**src/rtl/fp_norm_pkg.sv**
```systemverilog
// Shared types and constants for the floating-point post-add normalizer.
// Default mantissa/exponent widths and the saturating exponent code live here.
package fp_norm_pkg;

    localparam int MANT_W_DEF = 16;
    localparam int EXP_W_DEF  = 8;

    localparam logic [EXP_W_DEF-1:0] EXP_MAX = '1;

    typedef enum logic [1:0] {
        IDLE  = 2'd0,
        SHIFT = 2'd1,
        DONE  = 2'd2
    } state_e;

endpackage

```
**src/rtl/fp_normalize_if.sv**
```systemverilog
// Operand/result handshake bundle between the adder core, the normalizer and
// the result-packing stage. The slave modport is the normalizer's view.
interface fp_normalize_if
    import fp_norm_pkg::*;
#(
    parameter int MANT_W = MANT_W_DEF,
    parameter int EXP_W  = EXP_W_DEF
);
    logic              in_valid;
    logic              in_ready;
    logic [MANT_W:0]   in_mant;
    logic [EXP_W-1:0]  in_exp;
    logic              in_sign;

    logic              out_valid;
    logic              out_ready;
    logic [MANT_W-1:0] out_mant;
    logic [EXP_W-1:0]  out_exp;
    logic              out_sign;
    logic              out_zero;
    logic              out_ovf;
    logic              out_unf;
    logic              out_inexact;

    modport slave (
        input  in_valid, in_mant, in_exp, in_sign, out_ready,
        output in_ready, out_valid, out_mant, out_exp, out_sign,
               out_zero, out_ovf, out_unf, out_inexact
    );

    modport master (
        output in_valid, in_mant, in_exp, in_sign, out_ready,
        input  in_ready, out_valid, out_mant, out_exp, out_sign,
               out_zero, out_ovf, out_unf, out_inexact
    );
endinterface

```
**src/rtl/fp_norm_round.sv**
```systemverilog
// Guard-bit round-to-nearest-even incrementer for the right-shift path.
// Only present when FP_NORM_ROUND_EN is defined; the truncating build omits it.
`ifdef FP_NORM_ROUND_EN
module fp_norm_round
    import fp_norm_pkg::*;
#(
    parameter int MANT_W = MANT_W_DEF
) (
    input  logic [MANT_W-1:0] i_mant,
    input  logic              i_guard,
    output logic [MANT_W-1:0] o_mant,
    output logic              o_carry
);
    // With only a guard bit (no sticky), a set guard is an exact tie, so
    // round up only when that makes the result even.
    logic w_inc;

    assign w_inc = i_guard & i_mant[0];
    assign {o_carry, o_mant} = {1'b0, i_mant} + {{MANT_W{1'b0}}, w_inc};
endmodule
`endif

```
**src/rtl/fp_normalize.sv**
```systemverilog
// Iterative post-add normalizer: one shift decision per cycle until bit MANT_W-1
// leads. Define FP_NORM_ROUND_EN for RNE on the right-shift path (else truncate).
module fp_normalize
    import fp_norm_pkg::*;
#(
    parameter int MANT_W = MANT_W_DEF,
    parameter int EXP_W  = EXP_W_DEF
) (
    input  logic          clk,
    input  logic          rst_n,
    fp_normalize_if.slave bus
);
    localparam logic [EXP_W:0] EXP_SAT = {1'b0, {EXP_W{1'b1}}};

    state_e            r_state,   w_state_nxt;
    logic [MANT_W:0]   r_mant,    w_mant_nxt;
    logic [EXP_W-1:0]  r_exp,     w_exp_nxt;
    logic              r_sign,    w_sign_nxt;
    logic              r_zero,    w_zero_nxt;
    logic              r_ovf,     w_ovf_nxt;
    logic              r_unf,     w_unf_nxt;
    logic              r_inexact, w_inexact_nxt;

    logic [MANT_W-1:0] w_shr_mant;
    logic              w_guard;
    logic [MANT_W-1:0] w_rnd_mant;
    logic              w_rnd_carry;
    logic [MANT_W-1:0] w_rnd_norm;
    logic [EXP_W:0]    w_exp_inc;

    assign w_shr_mant = r_mant[MANT_W:1];
    assign w_guard    = r_mant[0];

`ifdef FP_NORM_ROUND_EN
    fp_norm_round #(.MANT_W(MANT_W)) u_round (
        .i_mant  (w_shr_mant),
        .i_guard (w_guard),
        .o_mant  (w_rnd_mant),
        .o_carry (w_rnd_carry)
    );
`else
    assign w_rnd_mant  = w_shr_mant;
    assign w_rnd_carry = 1'b0;
`endif

    // A rounding carry re-normalizes to 1.000... and bumps the exponent a second time.
    assign w_rnd_norm = w_rnd_carry ? {1'b1, {(MANT_W-1){1'b0}}} : w_rnd_mant;
    assign w_exp_inc  = {1'b0, r_exp} + (EXP_W+1)'(1) + {{EXP_W{1'b0}}, w_rnd_carry};

    // NOTE: every next-value signal is defaulted to hold first so no path infers a latch.
    always_comb begin
        w_state_nxt   = r_state;
        w_mant_nxt    = r_mant;
        w_exp_nxt     = r_exp;
        w_sign_nxt    = r_sign;
        w_zero_nxt    = r_zero;
        w_ovf_nxt     = r_ovf;
        w_unf_nxt     = r_unf;
        w_inexact_nxt = r_inexact;

        unique case (r_state)
            IDLE: begin
                if (bus.in_valid) begin
                    w_state_nxt   = SHIFT;
                    w_mant_nxt    = bus.in_mant;
                    w_exp_nxt     = bus.in_exp;
                    w_sign_nxt    = bus.in_sign;
                    w_zero_nxt    = 1'b0;
                    w_ovf_nxt     = 1'b0;
                    w_unf_nxt     = 1'b0;
                    w_inexact_nxt = 1'b0;
                end
            end
            SHIFT: begin
                if (r_mant == '0) begin
                    w_exp_nxt   = '0;
                    w_zero_nxt  = 1'b1;
                    w_state_nxt = DONE;
                end else if (r_mant[MANT_W]) begin
                    w_inexact_nxt = w_guard;
                    w_state_nxt   = DONE;
                    // Compared one bit wider so an incoming all-ones exponent cannot wrap.
                    if (w_exp_inc >= EXP_SAT) begin
                        w_ovf_nxt  = 1'b1;
                        w_mant_nxt = '0;
                        w_exp_nxt  = '1;
                    end else begin
                        w_mant_nxt = {1'b0, w_rnd_norm};
                        w_exp_nxt  = w_exp_inc[EXP_W-1:0];
                    end
                end else if (r_mant[MANT_W-1]) begin
                    w_state_nxt = DONE;
                end else if (r_exp == '0) begin
                    w_unf_nxt   = 1'b1;
                    w_state_nxt = DONE;
                end else begin
                    w_mant_nxt = r_mant << 1;
                    w_exp_nxt  = r_exp - EXP_W'(1);
                end
            end
            DONE: begin
                if (bus.out_ready) begin
                    w_state_nxt = IDLE;
                end
            end
            default: w_state_nxt = IDLE;
        endcase
    end

    // NOTE: state registers use non-blocking assignments so all update together at the edge.
    always_ff @(posedge clk or negedge rst_n) begin
        if (!rst_n) begin
            r_state   <= IDLE;
            r_mant    <= '0;
            r_exp     <= '0;
            r_sign    <= 1'b0;
            r_zero    <= 1'b0;
            r_ovf     <= 1'b0;
            r_unf     <= 1'b0;
            r_inexact <= 1'b0;
        end else begin
            r_state   <= w_state_nxt;
            r_mant    <= w_mant_nxt;
            r_exp     <= w_exp_nxt;
            r_sign    <= w_sign_nxt;
            r_zero    <= w_zero_nxt;
            r_ovf     <= w_ovf_nxt;
            r_unf     <= w_unf_nxt;
            r_inexact <= w_inexact_nxt;
        end
    end

    assign bus.in_ready    = (r_state == IDLE);
    assign bus.out_valid   = (r_state == DONE);
    assign bus.out_mant    = r_mant[MANT_W-1:0];
    assign bus.out_exp     = r_exp;
    assign bus.out_sign    = r_sign;
    assign bus.out_zero    = r_zero;
    assign bus.out_ovf     = r_ovf;
    assign bus.out_unf     = r_unf;
    assign bus.out_inexact = r_inexact;

endmodule

```
**src/flat_wrapper.sv**
```systemverilog
// flat-port wrapper written by rule: the top's interface ports become plain ports
module fp_normalize_flat import fp_norm_pkg::*;
#(
    parameter int MANT_W = MANT_W_DEF,
    parameter int EXP_W  = EXP_W_DEF
)
  (clk, rst_n, bus_in_valid, bus_in_mant, bus_in_exp, bus_in_sign, bus_out_ready, bus_in_ready, bus_out_valid, bus_out_mant, bus_out_exp, bus_out_sign, bus_out_zero, bus_out_ovf, bus_out_unf, bus_out_inexact);
  fp_normalize_if #(.MANT_W(MANT_W), .EXP_W(EXP_W)) bus_i ();
  input  logic clk;
  input  logic rst_n;
  input wire logic [$bits(bus_i.in_valid)-1:0] bus_in_valid;
  input wire logic [$bits(bus_i.in_mant)-1:0] bus_in_mant;
  input wire logic [$bits(bus_i.in_exp)-1:0] bus_in_exp;
  input wire logic [$bits(bus_i.in_sign)-1:0] bus_in_sign;
  input wire logic [$bits(bus_i.out_ready)-1:0] bus_out_ready;
  output wire logic [$bits(bus_i.in_ready)-1:0] bus_in_ready;
  output wire logic [$bits(bus_i.out_valid)-1:0] bus_out_valid;
  output wire logic [$bits(bus_i.out_mant)-1:0] bus_out_mant;
  output wire logic [$bits(bus_i.out_exp)-1:0] bus_out_exp;
  output wire logic [$bits(bus_i.out_sign)-1:0] bus_out_sign;
  output wire logic [$bits(bus_i.out_zero)-1:0] bus_out_zero;
  output wire logic [$bits(bus_i.out_ovf)-1:0] bus_out_ovf;
  output wire logic [$bits(bus_i.out_unf)-1:0] bus_out_unf;
  output wire logic [$bits(bus_i.out_inexact)-1:0] bus_out_inexact;
  assign bus_i.in_valid = bus_in_valid;
  assign bus_i.in_mant = bus_in_mant;
  assign bus_i.in_exp = bus_in_exp;
  assign bus_i.in_sign = bus_in_sign;
  assign bus_i.out_ready = bus_out_ready;
  assign bus_in_ready = bus_i.in_ready;
  assign bus_out_valid = bus_i.out_valid;
  assign bus_out_mant = bus_i.out_mant;
  assign bus_out_exp = bus_i.out_exp;
  assign bus_out_sign = bus_i.out_sign;
  assign bus_out_zero = bus_i.out_zero;
  assign bus_out_ovf = bus_i.out_ovf;
  assign bus_out_unf = bus_i.out_unf;
  assign bus_out_inexact = bus_i.out_inexact;
  fp_normalize #(.MANT_W(MANT_W), .EXP_W(EXP_W)) u_core (.clk(clk), .rst_n(rst_n), .bus(bus_i));
endmodule
```
**config.mk**
```make
export PLATFORM = sky130hd
export DESIGN_NAME = fp_normalize_flat
export DESIGN_NICKNAME = d
export VERILOG_FILES = /design/src/rtl/fp_norm_pkg.sv /design/src/rtl/fp_normalize_if.sv /design/src/rtl/fp_norm_round.sv /design/src/rtl/fp_normalize.sv /design/src/flat_wrapper.sv
export SDC_FILE = /design/constraint.sdc
export NUM_CORES = 1
export LEC_CHECK = 0
export BUFFER_PORTS_ARGS = -buffer_cell sky130_fd_sc_hd__buf_4
export CAP_MARGIN = 25
export CORE_UTILIZATION = 33
export DETAILED_ROUTE_END_ITERATION = 10
export PLACE_DENSITY_LB_ADDON = 0.2
export SKIP_LAST_GASP = 1
export SYNTH_ARGS = -nofsm -noshare
export SYNTH_HDL_FRONTEND = slang
export SYNTH_HIERARCHICAL = 1
export SYNTH_SLANG_ARGS = --single-unit
export TNS_END_PERCENT = 20
```
**constraint.sdc**
```tcl
create_clock -name clk -period 3.1 [get_ports clk]
set_input_delay 0.31 -clock clk [delete_from_list [all_inputs] [get_ports clk]]
set_output_delay 0.31 -clock clk [all_outputs]
set_load 0.05 [all_outputs]
```
==> results by group <==
Logic synthesis
  – EDFF count, synth: 0
  – Async S/R FF share, synth: 1.00
  – Number of synthesized register bits: 32
  – Library cells used by synthesis: 62
  – Synth Warn #: 6
  – Synth Cell Area: 2380 um^2
  – Synth Instances: 247
  – Sequential-to-total area share from yosys stat: 0.337
  – Mean Syn Cell Area: 9.63 um^2
  – Ys flop type: dfrtp_1
  – Syn_nets: about 280

GRT
  – Initial antenna violation count: 0
  – GRT Total Usage: 0.183
  – Vias in the first global route: between 1,500 and 2,000
  – Total grt overflow: 0
  – Pin count of the biggest net entering global routing: 33
  – Global-route wire length before repair: approximately 11,000 um

Route
  – Drt wl/cell: 17.1 um
  – Pre-Repair DR Iteration Count: 5
  – Initial DRC Count: 186
  – Via Count: around 2,200
  – Antenna Nets Post-Route: 0
  – Routed wire length: roughly 6600 um
  – Residual DRC: 0
  – Via density: 5.64

Critical path
  – FF-to-FF End: u_core/r_mant[1]$_DFFE_PN0P_
  – R2R setup slack: 0.60 ns
  – CP startpoint kind: flop
  – FF-to-FF path depth: 8
  – Start point of the critical path: u_core/bus.out_exp[1]$_DFFE_PN0P_
  – End point of the critical path: u_core/r_mant[1]$_DFFE_PN0P_
  – Critical Path End Type: flop
  – Cell breakdown of the critical path: inv_1, ha_1, nor2b_1, o311a_1, o31a_2, nor3_4, buf_4, a221o_1
  – CP peak stage delay: 0.58 ns
  – Worst Path Arrival: ~2.7 ns
  – Critical Path RT: 3.33 ns
  – Crit path max fanout: 14
  – Crit-path slowest cell: dfrtp_1
  – Setup CP Type: reg -> reg
  – FF-to-FF Start: u_core/bus.out_exp[1]$_DFFE_PN0P_

Die
  – Core area: ~6900 um^2
  – FP Rows: 30
  – Die span in x: 86.9 um
  – Initial Util: 0.346
  – Die area: 7550 um^2
  – I/O Pins: between 60 and 70
  – Die span in y: ~87 um

Power and ir drop
  – PwrDens: 1270 nW/um^2
  – Static Leakage: roughly 1.3 nW
  – Max IR drop VDD: a little over 0.5 mV
  – Overall Power: 3.67 mW

Timing
  – Fmax: 400 MHz
  – Tmin final: ~2.5 ns
  – Final WS setup: 0.603 ns
  – Fin crit share: 0.806
  – Fin. max-slew vios: 0
  – Final Hold Viols: 0
  – Clock Skew: roughly 0.010 ns
  – WHS: 0.244 ns
  – Final setup viols: 0
  – Max_slew headroom: 0.547
  – RSZ-0062 raised after global routing: no
  – Measured slew at the worst slew-check pin: 0.677 ns
  – Setup_tns: 0 ns

Placed design
  – I/O Buffers: 60
  – Place WS: 0.661 ns
  – DP Cell Count: roughly 380
  – Placed inst area: between 2000 and 3000 um^2
  – Post-DP HPWL: 4590 um
  – RD Place Congestion: around 0.84

Clocking
  – CTS tree: built
  – CTS buffer count: 5
  – Clock transition at the registers of the reported paths: 0.08 ns
  – Hold_buf cts: 1
  – Number of gates resized after cts: 0
  – Post-CTS setup buffers: 0
  – CTS max path bufs: 2
  – Worst-Skew Late Latency: 0.29 ns
  – Clk Tree Root Cell: clkbuf_8
  – Clock Sinks: 32
  – CTS H-tree depth: 2

Cells and area
  – Post-synthesis to final-layout area growth: 21.2%
  – Commonest non-fill, non-tap cell in the layout: buf_4
  – Final core area utilization: 0.420
  – Fraction of layout cells with a size suffix above 1: 0.309
  – Finished Layout Cells: ~380
  – Final instance area: 2880 um^2
  – Ant diodes: 0
  – Nets: around 320
  – Commonest non-fill, non-tap cells in the layout: buf_4, dfrtp_1, nor3_1, a221o_1, a22oi_1

Run
  – Max Cap Viol: 0

Worst hold path
  – Min-Delay Path Class: in -> reg

Status
  – Status: completed
## cell usage after synthesis, drive strengths merged, types with 2 or more instances
cell type / number / area, um^2
o311ai: 2 / 17.5
nand2b: 5 / 38.8
inv: 6 / 22.5
a221o: 18 / 181
nor3: 18 / 101
clkbuf: 6 / 22.5
nor3b: 3 / 27.5
nor4: 5 / 46.3
nor2b: 3 / 18.8
o21bai: 3 / 22.5
buf: 27 / 199
o21a: 3 / 22.5
a21o: 4 / 30.0
o31ai: 4 / 43.8
dfrtp: 32 / 801
a22oi: 15 / 113
a21oi: 8 / 62.6
xnor2: 4 / 35.0
a22o: 3 / 26.3
and4: 2 / 17.5
nand3: 5 / 25.0
nor2: 14 / 52.6
a41oi: 4 / 35.0
nand2: 14 / 52.6
o311a: 2 / 20.0
ha: 4 / 50.1
a211oi: 3 / 40.0
xor2: 2 / 17.5
o21ai: 4 / 20.0
and3: 2 / 12.5
nand4: 2 / 18.8
mux2: 2 / 22.5
## power breakdown
part | total, mW | leakage (nW) | internal [mW] | switching [mW]
Sequential | 0.996 | 0.399 | 0.606 | 0.390
Clock | 0.403 | 0.0552 | 0.239 | 0.165
Combinational | 2.27 | 0.819 | 0.843 | 1.43
Total | 3.67 | 1.27 | 1.69 | 1.99
## per-layer routing
| layer | global-route usage | wire length, um |
|---|---|---|
| met2 | 0.249 | 2900 |
| met1 | 0.282 | 3180 |
| met4 | 0.0576 | 65 |
| met5 | 0 | 0 |
| met3 | 0.0398 | 422 |
## cell families after synthesis
kind of cell,after synthesis,share of synthesized area
simple gates,79,0.198
xor+xnor,6,0.0221
buf+inv,39,0.103
mux,2,0.00947
fa+ha+maj,4,0.0210
compound gates,85,0.310
flops,32,0.337
## how the worst min path moves through the flow
stage,start,cells after the start,to
CTS,bus_in_exp[0],2,u_core/bus.out_exp[0]$_DFFE_PN0P_
global route,bus_in_exp[0],2,u_core/bus.out_exp[0]$_DFFE_PN0P_
finish,bus_in_exp[0],2,u_core/bus.out_exp[0]$_DFFE_PN0P_
floorplan,rst_n,0,u_core/bus.out_exp[0]$_DFFE_PN0P_
global placement,rst_n,1,u_core/r_mant[10]$_DFFE_PN0P_
detailed placement,rst_n,1,u_core/r_mant[10]$_DFFE_PN0P_
## final cells by class
type / count / area [um^2]
clock buffer: 6 / 72.6
clock inverter: 2 / 35.0
fill: 701 / 3990
inverter: 6 / 22.5
multi-input combinational: 176 / 1330
sequential: 32 / 801
tap: 96 / 120
timing repair buffer: 66 / 498
## registers in the layout, indices dropped and copies added, names as in the netlist
signal,cells
u_core/bus.out_exp,8
u_core/bus.out_inexact,1
u_core/bus.out_ovf,1
u_core/bus.out_sign,1
u_core/bus.out_unf,1
u_core/bus.out_zero,1
u_core/r_mant,17
u_core/r_state,2
## critical path: cells and delay by family, from the launching register on
kind / cells / cell delay (ns)
AOI/OAI and AO/OA: 3 / 0.86
adders and majority gates: 1 / 0.35
buffers and inverters: 2 / 0.35
DFF: 1 / 0.58
and+or+nand+nor: 2 / 0.30
Note: power is estimated with default switching activity, not from simulation.
